## src/rtl/vc_flit_buffer_pkg.sv

```systemverilog
// rtl/vc_flit_buffer_pkg.sv - shared constants and helpers for vc_flit_buffer
package vc_flit_buffer_pkg;

  localparam int ERR_OVERFLOW  = 0;
  localparam int ERR_UNDERFLOW = 1;

  function automatic int clogb(input int n);
    int r;
    r = 0;
    for (int i = 0; i < 31; i++) begin
      if ((1 << i) < n) r = i + 1;
    end
    return r;
  endfunction

endpackage

```

## src/rtl/vc_flit_buffer_if.sv

```systemverilog
// rtl/vc_flit_buffer_if.sv - push/pop/status bundle between decoder, buffer and arbiter
interface vc_flit_buffer_if #(
  parameter int num_vcs = 8,
  parameter int flit_data_width = 64
);
  logic                       push_active;
  logic                       push_valid;
  logic [num_vcs-1:0]         push_sel_ivc;
  logic                       push_head;
  logic                       push_tail;
  logic [flit_data_width-1:0] push_data;
  logic                       pop_active;
  logic                       pop_valid;
  logic [num_vcs-1:0]         pop_sel_ivc;
  logic [flit_data_width-1:0] pop_data;
  logic [num_vcs-1:0]         pop_tail_ivc;
  logic [num_vcs-1:0]         empty_ivc;
  logic [num_vcs-1:0]         almost_empty_ivc;
  logic [num_vcs-1:0]         full_ivc;
  logic [2*num_vcs-1:0]       errors_ivc;

  modport master (
    output push_active, push_valid, push_sel_ivc, push_head, push_tail, push_data,
    output pop_active, pop_valid, pop_sel_ivc,
    input  pop_data, pop_tail_ivc, empty_ivc, almost_empty_ivc, full_ivc, errors_ivc
  );

  modport slave (
    input  push_active, push_valid, push_sel_ivc, push_head, push_tail, push_data,
    input  pop_active, pop_valid, pop_sel_ivc,
    output pop_data, pop_tail_ivc, empty_ivc, almost_empty_ivc, full_ivc, errors_ivc
  );
endinterface

```

## src/rtl/vc_flit_buffer_vc_fifo_ctrl.sv

```systemverilog
// rtl/vc_flit_buffer_vc_fifo_ctrl.sv - pointer/count/status control for one VC circular FIFO
module vc_fifo_ctrl
  import vc_flit_buffer_pkg::*;
#(
  parameter int depth = 8
) (
  input  logic                     clk,
  input  logic                     reset,
  input  logic                     push,
  input  logic                     pop,
  output logic                     wr_en,
  output logic [clogb(depth)-1:0]  wr_ptr,
  output logic [clogb(depth)-1:0]  rd_ptr,
  output logic [clogb(depth):0]    count,
  output logic                     empty,
  output logic                     almost_empty,
  output logic                     full,
  output logic                     overflow,
  output logic                     underflow
);
  localparam int ptr_w = clogb(depth);
  localparam int cnt_w = ptr_w + 1;
  localparam logic [cnt_w-1:0] full_cnt = cnt_w'(depth);

  logic do_pop;

  // A full FIFO still takes a push when the same cycle frees its head entry.
  assign do_pop       = pop && (count != '0);
  assign wr_en        = push && ((count != full_cnt) || do_pop);
  assign empty        = (count == '0);
  assign almost_empty = (count == cnt_w'(1));
  assign full         = (count == full_cnt);

  always_ff @(posedge clk) begin
    if (!reset) begin
      wr_ptr    <= '0;
      rd_ptr    <= '0;
      count     <= '0;
      overflow  <= 1'b0;
      underflow <= 1'b0;
    end else begin
      if (wr_en)  wr_ptr <= wr_ptr + ptr_w'(1);
      if (do_pop) rd_ptr <= rd_ptr + ptr_w'(1);
      count     <= count + cnt_w'(wr_en) - cnt_w'(do_pop);
      overflow  <= push && !wr_en;
      underflow <= pop && !do_pop;
    end
  end
endmodule

```

## src/rtl/vc_flit_buffer.sv

```systemverilog
// rtl/vc_flit_buffer.sv - per-VC statically partitioned flit buffer; VC_FLIT_BUFFER_BYPASS_EN enables empty-VC bypass
module vc_flit_buffer
  import vc_flit_buffer_pkg::*;
#(
  parameter int num_vcs = 8,
  parameter int buffer_size = 64,
  parameter int flit_data_width = 64
) (
  input logic           clk,
  input logic           reset,
  vc_flit_buffer_if.slave bus
);
  localparam int depth = buffer_size / num_vcs;
  localparam int ptr_w = clogb(depth);
  localparam int cnt_w = ptr_w + 1;
  localparam int idx_w = (num_vcs > 1) ? clogb(num_vcs) : 1;

  logic [num_vcs-1:0] push_oh, pop_oh, push_req, pop_req, bypass;
  logic [num_vcs-1:0] ctrl_push, ctrl_pop, wr_en, ovf, unf, empty, aempty, full;
  logic [num_vcs-1:0][ptr_w-1:0] wr_ptr, rd_ptr;
  logic [num_vcs-1:0][cnt_w-1:0] count;
  logic [num_vcs-1:0][flit_data_width:0] head_word;
  logic [idx_w-1:0] pop_idx;
  logic unused_head;

  assign unused_head = bus.push_head;

  // Multi-hot selects collapse to their lowest set bit.
  assign push_oh  = bus.push_sel_ivc & (~bus.push_sel_ivc + num_vcs'(1));
  assign pop_oh   = bus.pop_sel_ivc & (~bus.pop_sel_ivc + num_vcs'(1));
  assign push_req = push_oh & {num_vcs{bus.push_active & bus.push_valid}};
  assign pop_req  = pop_oh & {num_vcs{bus.pop_active & bus.pop_valid}};

`ifdef VC_FLIT_BUFFER_BYPASS_EN
  always_comb begin
    bypass = '0;
    for (int v = 0; v < num_vcs; v++) begin
      bypass[v] = push_req[v] & pop_req[v] & (count[v] == '0);
    end
  end
`else
  assign bypass = '0;
`endif

  assign ctrl_push = push_req & ~bypass;
  assign ctrl_pop  = pop_req & ~bypass;

  for (genvar v = 0; v < num_vcs; v++) begin : g_vc
    logic [flit_data_width:0] mem [depth];

    vc_fifo_ctrl #(.depth(depth)) u_ctrl (
      .clk          (clk),
      .reset        (reset),
      .push         (ctrl_push[v]),
      .pop          (ctrl_pop[v]),
      .wr_en        (wr_en[v]),
      .wr_ptr       (wr_ptr[v]),
      .rd_ptr       (rd_ptr[v]),
      .count        (count[v]),
      .empty        (empty[v]),
      .almost_empty (aempty[v]),
      .full         (full[v]),
      .overflow     (ovf[v]),
      .underflow    (unf[v])
    );

    always_ff @(posedge clk) begin
      if (wr_en[v]) mem[wr_ptr[v]] <= {bus.push_tail, bus.push_data};
    end

    assign head_word[v] = mem[rd_ptr[v]];
  end

  always_comb begin
    pop_idx = '0;
    for (int v = num_vcs - 1; v >= 0; v--) begin
      if (bus.pop_sel_ivc[v]) pop_idx = idx_w'(v);
    end
  end

  always_comb begin
    bus.pop_data = bypass[pop_idx] ? bus.push_data : head_word[pop_idx][flit_data_width-1:0];
    bus.pop_tail_ivc = '0;
    bus.errors_ivc   = '0;
    for (int v = 0; v < num_vcs; v++) begin
      bus.pop_tail_ivc[v] = bypass[v] ? bus.push_tail
                                      : ((count[v] != '0) & head_word[v][flit_data_width]);
      bus.errors_ivc[2*v+ERR_OVERFLOW]  = ovf[v];
      bus.errors_ivc[2*v+ERR_UNDERFLOW] = unf[v];
    end
  end

  assign bus.empty_ivc        = empty;
  assign bus.almost_empty_ivc = aempty;
  assign bus.full_ivc         = full;
endmodule

```

## src/flat_wrapper.sv

```systemverilog
// flat-port wrapper written by rule: the top's interface ports become plain ports
module vc_flit_buffer_flat import vc_flit_buffer_pkg::*;
#(
  parameter int num_vcs = 8,
  parameter int buffer_size = 64,
  parameter int flit_data_width = 64
)
  (clk, reset, bus_push_active, bus_push_valid, bus_push_sel_ivc, bus_push_head, bus_push_tail, bus_push_data, bus_pop_active, bus_pop_valid, bus_pop_sel_ivc, bus_pop_data, bus_pop_tail_ivc, bus_empty_ivc, bus_almost_empty_ivc, bus_full_ivc, bus_errors_ivc);
  vc_flit_buffer_if #(.num_vcs(num_vcs), .flit_data_width(flit_data_width)) bus_i ();
  input logic clk;
  input logic reset;
  input wire logic [$bits(bus_i.push_active)-1:0] bus_push_active;
  input wire logic [$bits(bus_i.push_valid)-1:0] bus_push_valid;
  input wire logic [$bits(bus_i.push_sel_ivc)-1:0] bus_push_sel_ivc;
  input wire logic [$bits(bus_i.push_head)-1:0] bus_push_head;
  input wire logic [$bits(bus_i.push_tail)-1:0] bus_push_tail;
  input wire logic [$bits(bus_i.push_data)-1:0] bus_push_data;
  input wire logic [$bits(bus_i.pop_active)-1:0] bus_pop_active;
  input wire logic [$bits(bus_i.pop_valid)-1:0] bus_pop_valid;
  input wire logic [$bits(bus_i.pop_sel_ivc)-1:0] bus_pop_sel_ivc;
  output wire logic [$bits(bus_i.pop_data)-1:0] bus_pop_data;
  output wire logic [$bits(bus_i.pop_tail_ivc)-1:0] bus_pop_tail_ivc;
  output wire logic [$bits(bus_i.empty_ivc)-1:0] bus_empty_ivc;
  output wire logic [$bits(bus_i.almost_empty_ivc)-1:0] bus_almost_empty_ivc;
  output wire logic [$bits(bus_i.full_ivc)-1:0] bus_full_ivc;
  output wire logic [$bits(bus_i.errors_ivc)-1:0] bus_errors_ivc;
  assign bus_i.push_active = bus_push_active;
  assign bus_i.push_valid = bus_push_valid;
  assign bus_i.push_sel_ivc = bus_push_sel_ivc;
  assign bus_i.push_head = bus_push_head;
  assign bus_i.push_tail = bus_push_tail;
  assign bus_i.push_data = bus_push_data;
  assign bus_i.pop_active = bus_pop_active;
  assign bus_i.pop_valid = bus_pop_valid;
  assign bus_i.pop_sel_ivc = bus_pop_sel_ivc;
  assign bus_pop_data = bus_i.pop_data;
  assign bus_pop_tail_ivc = bus_i.pop_tail_ivc;
  assign bus_empty_ivc = bus_i.empty_ivc;
  assign bus_almost_empty_ivc = bus_i.almost_empty_ivc;
  assign bus_full_ivc = bus_i.full_ivc;
  assign bus_errors_ivc = bus_i.errors_ivc;
  vc_flit_buffer #(.num_vcs(num_vcs), .buffer_size(buffer_size), .flit_data_width(flit_data_width)) u_core (.clk(clk), .reset(reset), .bus(bus_i));
endmodule
```

## config.mk

```make
export PLATFORM = sky130hd
export DESIGN_NAME = vc_flit_buffer_flat
export DESIGN_NICKNAME = d
export VERILOG_FILES = /design/src/rtl/vc_flit_buffer_pkg.sv /design/src/rtl/vc_flit_buffer_if.sv /design/src/rtl/vc_flit_buffer_vc_fifo_ctrl.sv /design/src/rtl/vc_flit_buffer.sv /design/src/flat_wrapper.sv
export SDC_FILE = /design/constraint.sdc
export NUM_CORES = 2
export LEC_CHECK = 0
export CORE_ASPECT_RATIO = 0.7
export CORE_UTILIZATION = 45
export DETAILED_ROUTE_END_ITERATION = 12
export PLACE_DENSITY = 0.69
export SLEW_MARGIN = 20
export SYNTH_ARGS = -nofsm -noshare
export SYNTH_HDL_FRONTEND = slang
export SYNTH_MEMORY_MAX_BITS = 65536
export SYNTH_SLANG_ARGS = --single-unit
```

## constraint.sdc

```tcl
create_clock -name clk -period 10.1 [get_ports clk]
set_input_delay 2.02 -clock clk [delete_from_list [all_inputs] [get_ports clk]]
set_output_delay 2.02 -clock clk [all_outputs]
set_load 0.03 [all_outputs]
```

==> flow_metrics.tcl <==
set metrics [dict create \
    firstDrtPassIters 5 \
    crit_path_start_kind "input pin" \
    cts_tree "yes" \
    count_of_endpoints_failing_setup_in_the_final_report 0 \
    clock_sinks 4280 \
    timing.rr.start "u_core.g_vc[6].u_ctrl.count[2]$_SDFF_PN0_" \
    crit_end "bus_pop_data[58]" \
    global_route.usage.total_pct 24.6 \
    power_leakage_nw 54.7 \
    cts_hold_repair.buffers 0 \
    dr_total_vias 82011 \
    postSynthNetCount 7401 \
    worst-path-max-fanout 14 \
    achievable-frequency_mhz 119 \
    grt_antenna_before_repair 36 \
    port_buffers 198 \
    maximum_number_of_buffers_from_clock_root_to_sink 4 \
    synth-warning-count 0 \
    residual_drc 0 \
    synth_edf_count 4160 \
    insertion_delay_ns 0.94 \
    synth.distinct_cells 67 \
    globalRouteOverflowTotal 0 \
    globalRouteMet3Util_pct 6.46 \
    hold_slack_ns 0.494 \
    core_ar_um2 359000 \
    grt_pass1_wl_um 627000 \
    layout-drive-gt1-share_pct 24.5 \
    fill_cells 27380 \
    cp-startpoint "bus_pop_sel_ivc[2]" \
    crit_arrival_ns 6.41 \
    postLayoutSetupSlackWorst_ns 1.67 \
    maxSlewHeadroom_pct 15.6 \
    clock-root-buffer "sky130_fd_sc_hd__clkbuf_16" \
    fin_tns_setup_ns 0 \
    floorplan.initialDensity_pct 45.3 \
    die-width_um 721 \
    design.portCount 200 \
    postCtsSetupBuffers 0 \
    path_class "input pin to output pin" \
    rsz0062_at_grt "no" \
    num_rows 184 \
    outcome "finished, final reports clean" \
    die_height_um 505 \
    p_total_mw 34.8 \
    cts_resized 0 \
    synth.avg_cell_area_um2 22.5 \
    maxSlewViolCount 0 \
    post_drt_via_cell_ratio 6.41 \
    worst_pin_slew_ns 1.27 \
    finalHoldViolCount 0 \
    nNetsFinal 7803 \
    post-place-cells 12087 \
    clock_tree.htree_level_count 5 \
    die_area_um2 364000 \
    antenna_violating_nets_post_route 0 \
    dr.first_iter.drc_count 13618 \
    postSynthRegisterBits 4280 \
    post_synth_inst_count 7241 \
    vdd.ir_drop.worst_mv 0.166 \
    timing.final.crit_share_pct 83.4 \
    top_usage_layer "met2" \
    power.density_nw_per_um2 190 \
    grt_start_max_net_pins 100 \
    ys.flop_type "sky130_fd_sc_hd__edfxtp_1" \
    hp-class "register to register" \
    vias_in_the_first_global_route 80174 \
    tritoncts.num_buffers 382 \
    routabilityCongestion 0.798 \
    synth_area_um2 163000 \
    global_route.usage.met1_pct 35.9 \
    worst_setup_path_end_kind "output pin" \
    reg2reg_to "u_core.g_vc[6].mem[7][19]$_DFFE_PP_" \
    areaGrowthSynthToFinish_pct 12.8 \
    dp_hpwl_um 243000 \
    postPlaceCellArea_um2 171000 \
    grt_util_met2_pct 36.2 \
    rr_worst_depth 10 \
    average_wire_per_standard_cell_um 35.5 \
    layoutNonFillerInstCount 12803 \
    timing.critical_path.required_ns 8.08 \
    wirelength_um 455000 \
    place_worst_setup_slack_ns 1.74 \
    finalCriticalPeriod_ns 8.43 \
    maxCapViolCount 0 \
    cts.reportedPaths.clkPinSlew_ns 0.07 \
    worst-r2r-setup-slack_ns 5.60 \
    fin_util_pct 51.1 \
    synthArstFlopShare_pct 0 \
    clock_skew_ns 0.0479 \
    finalInstanceArea_um2 184000 \
    synth_sequential_area_ratio_pct 78.2 \
]
registers in the layout (all words and copies together), names as in the netlist, named ones only:
signal and flops:
u_core.g_vc.mem 4160, u_core.g_vc.u_ctrl.count 32, u_core.g_vc.u_ctrl.rd_ptr 24, u_core.g_vc.u_ctrl.wr_ptr 24, u_core.g_vc.u_ctrl.overflow 8, u_core.g_vc.u_ctrl.underflow 8
metal layers:
layer,vias up,share of wire (%)
met5,-,0.042
met4,28,3.7
met3,917,13
met2,5808,44
met1,43791,39
li1,31467,-
where the power goes:
group	switching, mW	internal, mW
combinational	0.732	0.317
clock	6.42	7.83
sequential	0.0208	19.5
total	7.17	27.6
cells in the mapped netlist (8+ instances only):
library cell	instances	area [um^2]
sky130_fd_sc_hd__edfxtp_1	4160	125000
sky130_fd_sc_hd__mux4_2	975	22000
sky130_fd_sc_hd__a22oi_1	258	1940
sky130_fd_sc_hd__mux2i_1	258	2580
sky130_fd_sc_hd__clkbuf_1	194	728
sky130_fd_sc_hd__nor2_1	131	492
sky130_fd_sc_hd__buf_2	125	626
sky130_fd_sc_hd__dfxtp_1	120	2400
sky130_fd_sc_hd__nor2b_1	80	500
sky130_fd_sc_hd__inv_1	78	293
sky130_fd_sc_hd__a221oi_1	67	587
sky130_fd_sc_hd__ha_1	64	801
sky130_fd_sc_hd__nand4_1	61	382
sky130_fd_sc_hd__nand2_1	56	210
sky130_fd_sc_hd__o21ai_0	54	270
sky130_fd_sc_hd__or3_1	53	332
sky130_fd_sc_hd__o2bb2ai_1	50	438
sky130_fd_sc_hd__buf_1	49	184
sky130_fd_sc_hd__buf_4	45	338
sky130_fd_sc_hd__a21oi_1	36	180
sky130_fd_sc_hd__nor3_1	35	175
sky130_fd_sc_hd__xnor2_1	25	219
sky130_fd_sc_hd__mux2_2	24	270
sky130_fd_sc_hd__nand2b_1	22	138
sky130_fd_sc_hd__nor3b_1	20	150
sky130_fd_sc_hd__and3_1	19	119
sky130_fd_sc_hd__nand3_1	18	90.1
sky130_fd_sc_hd__and2_1	17	106
sky130_fd_sc_hd__xor2_1	16	140
sky130_fd_sc_hd__a22o_1	15	131
sky130_fd_sc_hd__nor4_1	13	81.3
sky130_fd_sc_hd__a211oi_1	11	82.6
sky130_fd_sc_hd__a21o_1	9	67.6
sky130_fd_sc_hd__o22ai_1	9	56.3
sky130_fd_sc_hd__o32ai_1	9	78.8
sky130_fd_sc_hd__fa_1	8	160
how the worst min path moves through the flow:
stage / start / endpoint / depth (start not counted)
floorplan: u_core.g_vc[2].u_ctrl.rd_ptr[1]$_SDFFE_PN0P_ / register / 2
global placement: u_core.g_vc[2].u_ctrl.rd_ptr[1]$_SDFFE_PN0P_ / u_core.g_vc[2].u_ctrl.rd_ptr[1]$_SDFFE_PN0P_ / 2
detailed placement: u_core.g_vc[2].u_ctrl.rd_ptr[1]$_SDFFE_PN0P_ / u_core.g_vc[2].u_ctrl.rd_ptr[1]$_SDFFE_PN0P_ / 2
CTS: u_core.g_vc[2].u_ctrl.rd_ptr[1]$_SDFFE_PN0P_ / u_core.g_vc[2].u_ctrl.rd_ptr[1]$_SDFFE_PN0P_ / 2
global route: u_core.g_vc[2].u_ctrl.rd_ptr[1]$_SDFFE_PN0P_ / u_core.g_vc[2].u_ctrl.rd_ptr[1]$_SDFFE_PN0P_ / 2
finish: u_core.g_vc[2].u_ctrl.rd_ptr[1]$_SDFFE_PN0P_ / u_core.g_vc[2].u_ctrl.rd_ptr[1]$_SDFFE_PN0P_ / 2
cells in the final DEF, fill, tap and decap left out, drive strengths merged, types with 18 or more instances in the layout:
cell and n:
diode 21, or3 53, xnor2 25, o21ai 54, ha 64, nand2 56, mux4 975, o2bb2ai 50
a22oi 258, nor3 40, buf 299, dfxtp 120, bufinv 26, a221oi 67, nand3 18, clkdlybuf4s50 133
nand2b 22, nor3b 20, edfxtp 4160, mux2 24, clkinv 165, nand4 61, nor2b 80, inv 91
mux2i 258, clkbuf 473, and3 19, nor2 132, a21oi 37
final cells by class:
cell class	instances	area (um^2)	share of cell area, %
diodes	21	52.6	0.0286
clock buffers	473	10200	5.54
clock inverters	214	1790	0.977
inverters	81	304	0.166
multi-input cells	2466	33800	18.4
flip-flops and latches	4280	127000	69.4
well taps	4836	6050	3.30
repair buffers	432	4070	2.21
worst max-delay path, stage by stage:
cell	delay [ns]
sky130_fd_sc_hd__clkdlybuf4s50_1	0.65
sky130_fd_sc_hd__nor4b_2	0.60
sky130_fd_sc_hd__nor2b_4	1.00
sky130_fd_sc_hd__buf_4	0.49
sky130_fd_sc_hd__a22oi_1	0.14
sky130_fd_sc_hd__nand4_1	0.17
sky130_fd_sc_hd__or3_1	0.51
sky130_fd_sc_hd__clkdlybuf4s50_1	0.78
cells by family after synthesis:
family | share of synthesized area (%)
buffers and inverters | 1.34
flip-flops | 78.2
multiplexers | 15.2
AO/OA/AOI/OAI | 2.48
AND/OR/NAND/NOR | 1.92
XOR/XNOR | 0.221
adder cells (fa/ha/maj) | 0.590
(Power assumes the default switching activity.)
